$ cat src/rtl/mdu_pkg.sv
// Shared types and constants for the multi-cycle multiply/divide unit.
package mdu_pkg;

  localparam int MDU_WIDTH = 32;

  localparam logic [1:0] MDU_MULT  = 2'b00;
  localparam logic [1:0] MDU_MULTU = 2'b01;
  localparam logic [1:0] MDU_DIV   = 2'b10;
  localparam logic [1:0] MDU_DIVU  = 2'b11;

  typedef enum logic [1:0] {
    ST_IDLE  = 2'd0,
    ST_RUN   = 2'd1,
    ST_FIXUP = 2'd2,
    ST_DONE  = 2'd3
  } mdu_state_t;

endpackage

$ cat src/rtl/mdu_iter_step.sv
// One iteration of the sequencer: shift-add multiply step or restoring-divide step.
module mdu_iter_step
  import mdu_pkg::*;
#(
  parameter int WIDTH = MDU_WIDTH
) (
  input  logic               is_div,
  input  logic [2*WIDTH-1:0] acc,
  input  logic [WIDTH-1:0]   shreg,
  input  logic [WIDTH-1:0]   fixed_op,
  output logic [2*WIDTH-1:0] acc_next,
  output logic [WIDTH-1:0]   shreg_next
);

  logic [WIDTH:0] sum;
  logic [WIDTH:0] rem_sh;
  logic [WIDTH:0] diff;
  logic           ge;
  logic           unused_diff_msb;

  always_comb begin
    sum             = '0;
    rem_sh          = '0;
    diff            = '0;
    ge              = 1'b0;
    acc_next        = acc;
    shreg_next      = shreg;
    unused_diff_msb = 1'b0;
    if (!is_div) begin
      // shreg holds the multiplier; its LSB gates the add into the upper half
      sum        = {1'b0, acc[2*WIDTH-1:WIDTH]} + (shreg[0] ? {1'b0, fixed_op} : '0);
      acc_next   = {sum, acc[WIDTH-1:1]};
      shreg_next = shreg >> 1;
    end else begin
      // shreg holds the dividend; its MSB feeds the remainder from the right
      rem_sh          = {acc[2*WIDTH-1:WIDTH], shreg[WIDTH-1]};
      ge              = rem_sh >= {1'b0, fixed_op};
      diff            = rem_sh - {1'b0, fixed_op};
      unused_diff_msb = diff[WIDTH];
      acc_next        = {(ge ? diff[WIDTH-1:0] : rem_sh[WIDTH-1:0]),
                         acc[WIDTH-2:0], ge};
      shreg_next      = shreg << 1;
    end
  end

endmodule

$ cat src/rtl/mdu_sequencer.sv
// MULT/MULTU/DIV/DIVU sequencer: one bit per cycle, sign fixup, HI/LO result registers.
module mdu_sequencer
  import mdu_pkg::*;
#(
  parameter int WIDTH = MDU_WIDTH,
  parameter int CNT_W = 6
) (
  input  logic             clk,
  input  logic             reset,
  input  logic             start,
  input  logic [1:0]       op,
  input  logic [WIDTH-1:0] rs_val,
  input  logic [WIDTH-1:0] rt_val,
  output logic             busy,
  output logic             done,
  output logic             div_by_zero,
  output logic [WIDTH-1:0] hi,
  output logic [WIDTH-1:0] lo
);

  mdu_state_t state_reg, state_next;

  logic               is_div_reg;
  logic               dbz_reg;
  logic               sign_a_reg;
  logic               sign_b_reg;
  logic [WIDTH-1:0]   shreg_reg;
  logic [WIDTH-1:0]   fixed_reg;
  logic [2*WIDTH-1:0] acc_reg;
  logic [CNT_W-1:0]   cnt_reg;
  logic [WIDTH-1:0]   hi_reg;
  logic [WIDTH-1:0]   lo_reg;

  logic [2*WIDTH-1:0] acc_next;
  logic [WIDTH-1:0]   shreg_next;
  logic               start_ok;
  logic               in_signed;
  logic               in_div;
  logic [WIDTH-1:0]   rs_mag;
  logic [WIDTH-1:0]   rt_mag;
  logic               signs_differ;
  logic [2*WIDTH-1:0] prod_fix;
  logic [WIDTH-1:0]   quo_fix;
  logic [WIDTH-1:0]   rem_fix;
  logic [WIDTH-1:0]   hi_fix;
  logic [WIDTH-1:0]   lo_fix;

  assign start_ok  = start && ((state_reg == ST_IDLE) || (state_reg == ST_DONE));
  assign in_signed = ~op[0];
  assign in_div    = op[1];
  assign rs_mag    = (in_signed && rs_val[WIDTH-1]) ? -rs_val : rs_val;
  assign rt_mag    = (in_signed && rt_val[WIDTH-1]) ? -rt_val : rt_val;

  mdu_iter_step #(.WIDTH(WIDTH)) u_step (
    .is_div     (is_div_reg),
    .acc        (acc_reg),
    .shreg      (shreg_reg),
    .fixed_op   (fixed_reg),
    .acc_next   (acc_next),
    .shreg_next (shreg_next)
  );

  always_ff @(posedge clk) begin
    if (reset) state_reg <= ST_IDLE;
    else       state_reg <= state_next;
  end

  always_comb begin
    state_next = state_reg;
    case (state_reg)
      ST_IDLE:  if (start) state_next = ST_RUN;
      ST_RUN:   if (cnt_reg == '0) state_next = ST_FIXUP;
      ST_FIXUP: state_next = ST_DONE;
      ST_DONE:  state_next = start ? ST_RUN : ST_IDLE;
      default:  state_next = ST_IDLE;
    endcase
  end

  // Divide by zero falls out naturally as remainder = dividend (sign restored
  // below); only the quotient needs forcing to all-ones.
  always_comb begin
    signs_differ = sign_a_reg ^ sign_b_reg;
    prod_fix     = signs_differ ? -acc_reg : acc_reg;
    quo_fix      = signs_differ ? -acc_reg[WIDTH-1:0] : acc_reg[WIDTH-1:0];
    rem_fix      = sign_a_reg ? -acc_reg[2*WIDTH-1:WIDTH] : acc_reg[2*WIDTH-1:WIDTH];
    hi_fix       = prod_fix[2*WIDTH-1:WIDTH];
    lo_fix       = prod_fix[WIDTH-1:0];
    if (is_div_reg) begin
      hi_fix = rem_fix;
      lo_fix = dbz_reg ? '1 : quo_fix;
    end
  end

  always_ff @(posedge clk) begin
    if (reset) begin
      is_div_reg <= 1'b0;
      dbz_reg    <= 1'b0;
      sign_a_reg <= 1'b0;
      sign_b_reg <= 1'b0;
      shreg_reg  <= '0;
      fixed_reg  <= '0;
      acc_reg    <= '0;
      cnt_reg    <= '0;
      hi_reg     <= '0;
      lo_reg     <= '0;
    end else if (start_ok) begin
      is_div_reg <= in_div;
      dbz_reg    <= in_div && (rt_val == '0);
      sign_a_reg <= in_signed & rs_val[WIDTH-1];
      sign_b_reg <= in_signed & rt_val[WIDTH-1];
      shreg_reg  <= in_div ? rs_mag : rt_mag;
      fixed_reg  <= in_div ? rt_mag : rs_mag;
      acc_reg    <= '0;
      cnt_reg    <= CNT_W'(WIDTH - 1);
    end else if (state_reg == ST_RUN) begin
      acc_reg    <= acc_next;
      shreg_reg  <= shreg_next;
      cnt_reg    <= cnt_reg - 1'b1;
    end else if (state_reg == ST_FIXUP) begin
      hi_reg     <= hi_fix;
      lo_reg     <= lo_fix;
    end
  end

  assign busy        = (state_reg == ST_RUN) || (state_reg == ST_FIXUP);
  assign done        = (state_reg == ST_DONE);
  assign div_by_zero = (state_reg == ST_DONE) && dbz_reg;
  assign hi          = hi_reg;
  assign lo          = lo_reg;

endmodule
$ cat config.mk
export PLATFORM = sky130hd
export DESIGN_NAME = mdu_sequencer
export DESIGN_NICKNAME = d
export VERILOG_FILES = /design/src/rtl/mdu_pkg.sv /design/src/rtl/mdu_iter_step.sv /design/src/rtl/mdu_sequencer.sv
export SDC_FILE = /design/constraint.sdc
export NUM_CORES = 1
export LEC_CHECK = 0
export ABC_AREA = 1
export CELL_PAD_IN_SITES_DETAIL_PLACEMENT = 1
export CELL_PAD_IN_SITES_GLOBAL_PLACEMENT = 1
export CORE_MARGIN = 3
export CORE_UTILIZATION = 34
export DETAILED_ROUTE_END_ITERATION = 10
export PLACE_DENSITY = 0.69
export SLEW_MARGIN = 20
export SYNTH_ARGS = -nofsm -noshare
export SYNTH_HDL_FRONTEND = slang
export SYNTH_HIERARCHICAL = 1
export SYNTH_SLANG_ARGS = --single-unit
$ cat constraint.sdc
create_clock -name clk -period 3.4 [get_ports clk]
set_input_delay 0.51 -clock clk [delete_from_list [all_inputs] [get_ports clk]]
set_output_delay 0.51 -clock clk [all_outputs]
set_load 0.005 [all_outputs]
======== After elaboration in Yosys (flattened, before gate mapping) ========
Index checks and enable logic that the tools add are counted.
cells by class
  add/subtract/negate cells ............... 8
  $lt $le $gt $ge ......................... 1
  eq/ne operators ......................... 5
  muxes and demuxes ....................... 22
  bitwise logic cells ..................... 6
  reductions and logical operators ........ 14
operator list
  kind                   number
  $mux W32               14
  $mux W64               2
  $neg A32 Y32           4
  $neg A64 Y64           1
  $add A32 B32 Y33       1
  $ge A33 B32 Y1         1
  $logic_not A32 Y1      1
  $sub A32 B32 Y32       1
  $mux W5                2
  $pmux W2 S4            1
  $logic_not A6 Y1       1
  $sub A6 B1 Y6 const B  1
  $logic_and A1 B1 Y1    5
  $eq A2 B2 Y1 const B   2
  $mux W2                2
  $ne A2 B2 Y1 const B   2
  $not A1 Y1             3
  $reduce_and A3 Y1      1
  $and A1 B1 Y1          2
  $eq A2 B1 Y1 const B   1
  $logic_not A2 Y1       1
  $logic_or A1 B1 Y1     2
  $reduce_and A2 Y1      1
  $reduce_bool A2 Y1     1
  other kinds (3)        3
storage, ports and cells
  register bits ........................... 204
  input port bits ......................... 69
  logic and storage cells ................. 68

======== Depth between registers and ports, before layout ========
  depth after elaboration ................. 5
  mapped depth ............................ 19
  mapped depth without buffers ............ 18

======== Hierarchy ========
Netlist, hierarchy kept.
modules (own cells, without submodules)
  module         instances  cells each  area each (um^2)  sequential area each (um^2)
  mdu_sequencer  1          2213        13155.1           4083.9
  mdu_iter_step  1          1356        6471.2            0.0

======== Worst setup path before layout ========
Ideal clock, no wire load.
  kind .................................... register to register
  start point ............................. register shreg_reg[0]
  end point ............................... register acc_reg[39]
  arrival time ............................ 2.380 ns
  required time ........................... 3.272 ns
  slack ................................... 0.892 ns
  cell stages (with the launch flop) ...... 17
  path buffers ............................ 2
  clock period less this slack ............ 2.508 ns
  cell sequence ........................... dfxtp_1 -> clkbuf_1 -> clkbuf_1 -> nand2_1 -> inv_1 -> ha_1 -> fa_1 -> nand2_1 -> nand2_1 -> and2_1 -> a21oi_1 -> inv_1 -> or2_2 -> nand3_1 -> nand2_1 -> a21oi_1 -> nor2_1
on the way
  longest elaborated chain between the ends .. 3
RTL lines
  item                    line                  text
  start, declared         mdu_sequencer.sv:27   logic [WIDTH-1:0] shreg_reg;
  start signal, assigned  mdu_sequencer.sv:111  shreg_reg <= in_div ? rs_mag : rt_mag;
  start signal, assigned  mdu_sequencer.sv:117  shreg_reg <= shreg_next;
  $mux W32                mdu_iter_step.sv:31   sum = {1'b0, acc[2*WIDTH-1:WIDTH]} + (shreg[0] ? {1'b0, fixed_op} : '0);
  $add A32 B32 Y33        mdu_iter_step.sv:31
  $mux W64                mdu_iter_step.sv:29   if (!is_div) begin
  named net acc_next[39]  mdu_sequencer.sv:34   logic [2*WIDTH-1:0] acc_next;
  end signal, assigned    mdu_sequencer.sv:116  acc_reg <= acc_next;
  end, declared           mdu_sequencer.sv:29   logic [2*WIDTH-1:0] acc_reg;
The timed path passes the listed nets, and every way through them passes these cells.
A chain may end at the register's enable or synchronous reset.

======== Worst setup path after layout ========
  start point ............................. register shreg_reg[0]
  end point ............................... register acc_reg[63]
Same word-level chain as after synthesis.

==> impl_metrics.py <==
metrics = {
    "critical_path": {
        "startpoint": "shreg_reg[0]",
        "worstReg2RegStart": "shreg_reg[0]",
        "worstPathArrival_ns": 3.44,
        "regToRegEndpoint": "acc_reg[63]",
        "end_kind": "flop",
        "crit_path_start_kind": "flop",
        "crit_required_ns": 3.84,
        "rrSetupSlack_ns": 0.41,
        "endpoint": "acc_reg[63]",
        "path_max_fanout": 34,
        "critPathKind": "reg2reg",
        "rr_worst_depth": 18,
    },
    "timing": {
        "finalClockSkew_ns": 0.0183,
        "fin_setup_tns_ns": 0,
        "worst_pin_slew_ns": 0.896,
        "rsz0062_at_grt": "no",
        "period_minus_slack_ns": 2.99,
        "setup_viol": 0,
        "slew_headroom_pct": 40.2,
        "worst_slack_ns": 0.407,
        "hold_violations": 0,
        "drv_slew": 0,
        "fmax_mhz": 334,
        "fin_crit_sh_pct": 88.0,
    },
    "route": {
        "drtIter0Drc": 1944,
        "drc": 0,
        "vias": 23500,
        "routed_wl_um": 87300,
        "ant_nets": 0,
        "vias_per_cell": 5.26,
        "wl_per_cell_um": 19.6,
        "firstDrtPassIters": 5,
    },
    "synthesis": {
        "synth_top_area_share_pct": 21.4,
        "synthesis.area_um2": 19600,
        "syn-instance-count": 3569,
        "ys.warnings.count": 6,
        "yosysMostFrequentCell": "nand2_1",
        "syn_nets": 3715,
        "synth-edff-count": 0,
        "ys_seq_elements": 204,
        "synth_simple_gate_area_share_pct": 44.7,
        "syn_avg_cell_area_um2": 5.50,
        "muxShareOfSynthArea_pct": 0,
        "synth-compound-area-share_pct": 13.8,
        "synth.distinct_cells": 50,
        "yosys-top-cells-area": "nand2_1, dfxtp_1, inv_1",
        "yosysSeqAreaShare_pct": 20.8,
        "yosys-top-cells-count": "nand2_1, inv_1, nor2_1",
        "synthAdderAreaFrac_pct": 4.99,
        "async_flop_share_pct": 0,
        "synth_top_area_cell": "nand2_1",
        "synth_ff_type": "dfxtp_1",
        "synth_top_family_by_area": "simple AND/OR/NAND/NOR gates",
        "synth-xor-area-share_pct": 2.54,
    },
    "clock_network": {
        "cts.clk_slew.worst_paths_ns": 0.06,
        "cts_resized": 0,
        "htree_levels": 1,
        "cts_made_buffers": 28,
        "clockRootBuffer": "clkbuf_16",
        "post-cts-setup-buffers": 0,
        "cts_tree": "yes",
        "clkSinkCount": 204,
        "cts_buffer_depth": 3,
        "clkLatencyLatePin_ns": 0.59,
        "holdBufCountCts": 0,
    },
    "layout": {
        "drive_above_1_share_pct": 6.31,
        "final_core_util_pct": 40.5,
        "stdcell_count": 4465,
        "largest_register_ffs": 64,
        "fin_nets": 3834,
        "diodes": 0,
        "areaGrowthSynthToFinish_pct": 17.2,
    },
    "global_route": {
        "grt_usage_pct": 28.4,
        "grt_pass1_vias": 23100,
        "antenna_found_initial": 1,
        "grt_max_degree": 83,
        "grt_pass1_wl_um": 135000,
        "grt-ovfl-total": 0,
    },
    "outcome": {
        "status": "finished clean",
    },
    "power_and_ir_drop": {
        "power_mw": 14.2,
        "p_leak_nw": 12.0,
        "cellPowerDensity_nw_per_um2": 619,
        "ir_drop_mv": 0.511,
    },
    "floorplanning": {
        "die_h_um": 246,
        "coreArea_um2": 56700,
        "start_util_pct": 34.6,
        "core.rowCount": 87,
        "fp.dieW_um": 246,
        "ios": 136,
        "die_area_um2": 60600,
    },
    "place": {
        "io_buffers": 135,
        "placed_cells": 4414,
        "globalplace.congestion": 1.01,
        "dp_slack_ns": 0.418,
        "dp_hpwl_um": 69900,
    },
    "flow_run": {
        "maxCapViolations": 0,
    },
    "worst_hold_path": {
        "hold_class": "in2reg",
    },
}
-- worst min path at each step --
stage / to / cells after the start / from
after floorplan: cnt_reg[5] / 2 / cnt_reg[5]
after global placement: cnt_reg[5] / 2 / cnt_reg[5]
after detailed placement: cnt_reg[5] / 2 / cnt_reg[5]
after CTS: dbz_reg / 5 / reset
after global routing: dbz_reg / 5 / reset
final: dbz_reg / 5 / reset
-- metrics by stage --
stage | instance area (um2) | hold slack [ns]
global route | 23000 | 0.475
finish | 23000 | 0.451
detailed placement | 22000 | 0.466
global placement | 22000 | 0.461
CTS | 23000 | 0.417
floorplan | 19600 | 0.444
-- metal layers --
layer / up-vias / track usage, % / part of all wire [%]
met5: - / 0 / 0.038
met4: 2 / 9.44 / 3.7
met3: 137 / 3.47 / 5.9
met2: 674 / 44.2 / 43
met1: 11100 / 40.5 / 47
li1: 11500 / - / -
-- final cells by class --
class                   instances  area [um2]
well taps                     756         946
repair buffers                216        2020
inverters                     527        1980
flip-flops and latches        204        4090
fillers                      7918       33700
multi-input cells            2711       13000
clock buffers                  40         806
clock inverters                11         168
-- power breakdown --
group	internal, mW	leakage (nW)	switching [mW]	total, mW
Sequential	2.94	1.67	0.432	3.37
Clock	1.88	0.470	1.27	3.15
Combinational	2.60	9.88	5.12	7.71
Total	7.42	12.0	6.82	14.2
-- placed cells by master, fill, tap and decap left out, drive strengths merged --
cell	instances
clkinv	8
clkdlybuf4s50	134
o41ai	1
xnor2	19
nand2	1138
o22ai	1
o21ai	229
a211oi	1
a21o	6
nor2	499
nor4	4
o221ai	12
fa	2
bufinv	3
or2	21
a31oi	21
a311oi	1
xor2	38
o31ai	2
and3	1
and2	7
a21boi	1
o21a	4
o211ai	25
a21oi	176
a22oi	3
o21bai	9
o2bb2ai	1
clkbuf	40
dfxtp	204
nand4	35
clkinvlp	2
inv	525
ha	75
nand3	315
nor3	24
nor3b	1
nand3b	39
buf	82
-- kinds of logic (layout without fill, tap and decap cells) --
logic type | Yosys count | count (layout)
compound gates | 493 | 493
xor+xnor | 57 | 57
fa+ha+maj | 77 | 77
buf+inv | 654 | 794
flops | 204 | 204
simple gates | 2084 | 2084
-- worst max-delay path, cell delays in order, from the launching register on --
cell     delay, ns
dfxtp_1       0.30
buf_4         0.24
nand2_1       0.10
inv_1         0.04
ha_1          0.22
fa_1          0.48
nand2_1       0.10
nand2_1       0.07
and2_1        0.18
a21oi_1       0.22
inv_1         0.12
nand2_1       0.13
nand3_1       0.15
nand2_1       0.10
nand2_1       0.05
nand2_1       0.06
nand2_1       0.06
a21oi_1       0.15
nor2_1        0.05
No activity file was read; power rests on OpenSTA's default activity.
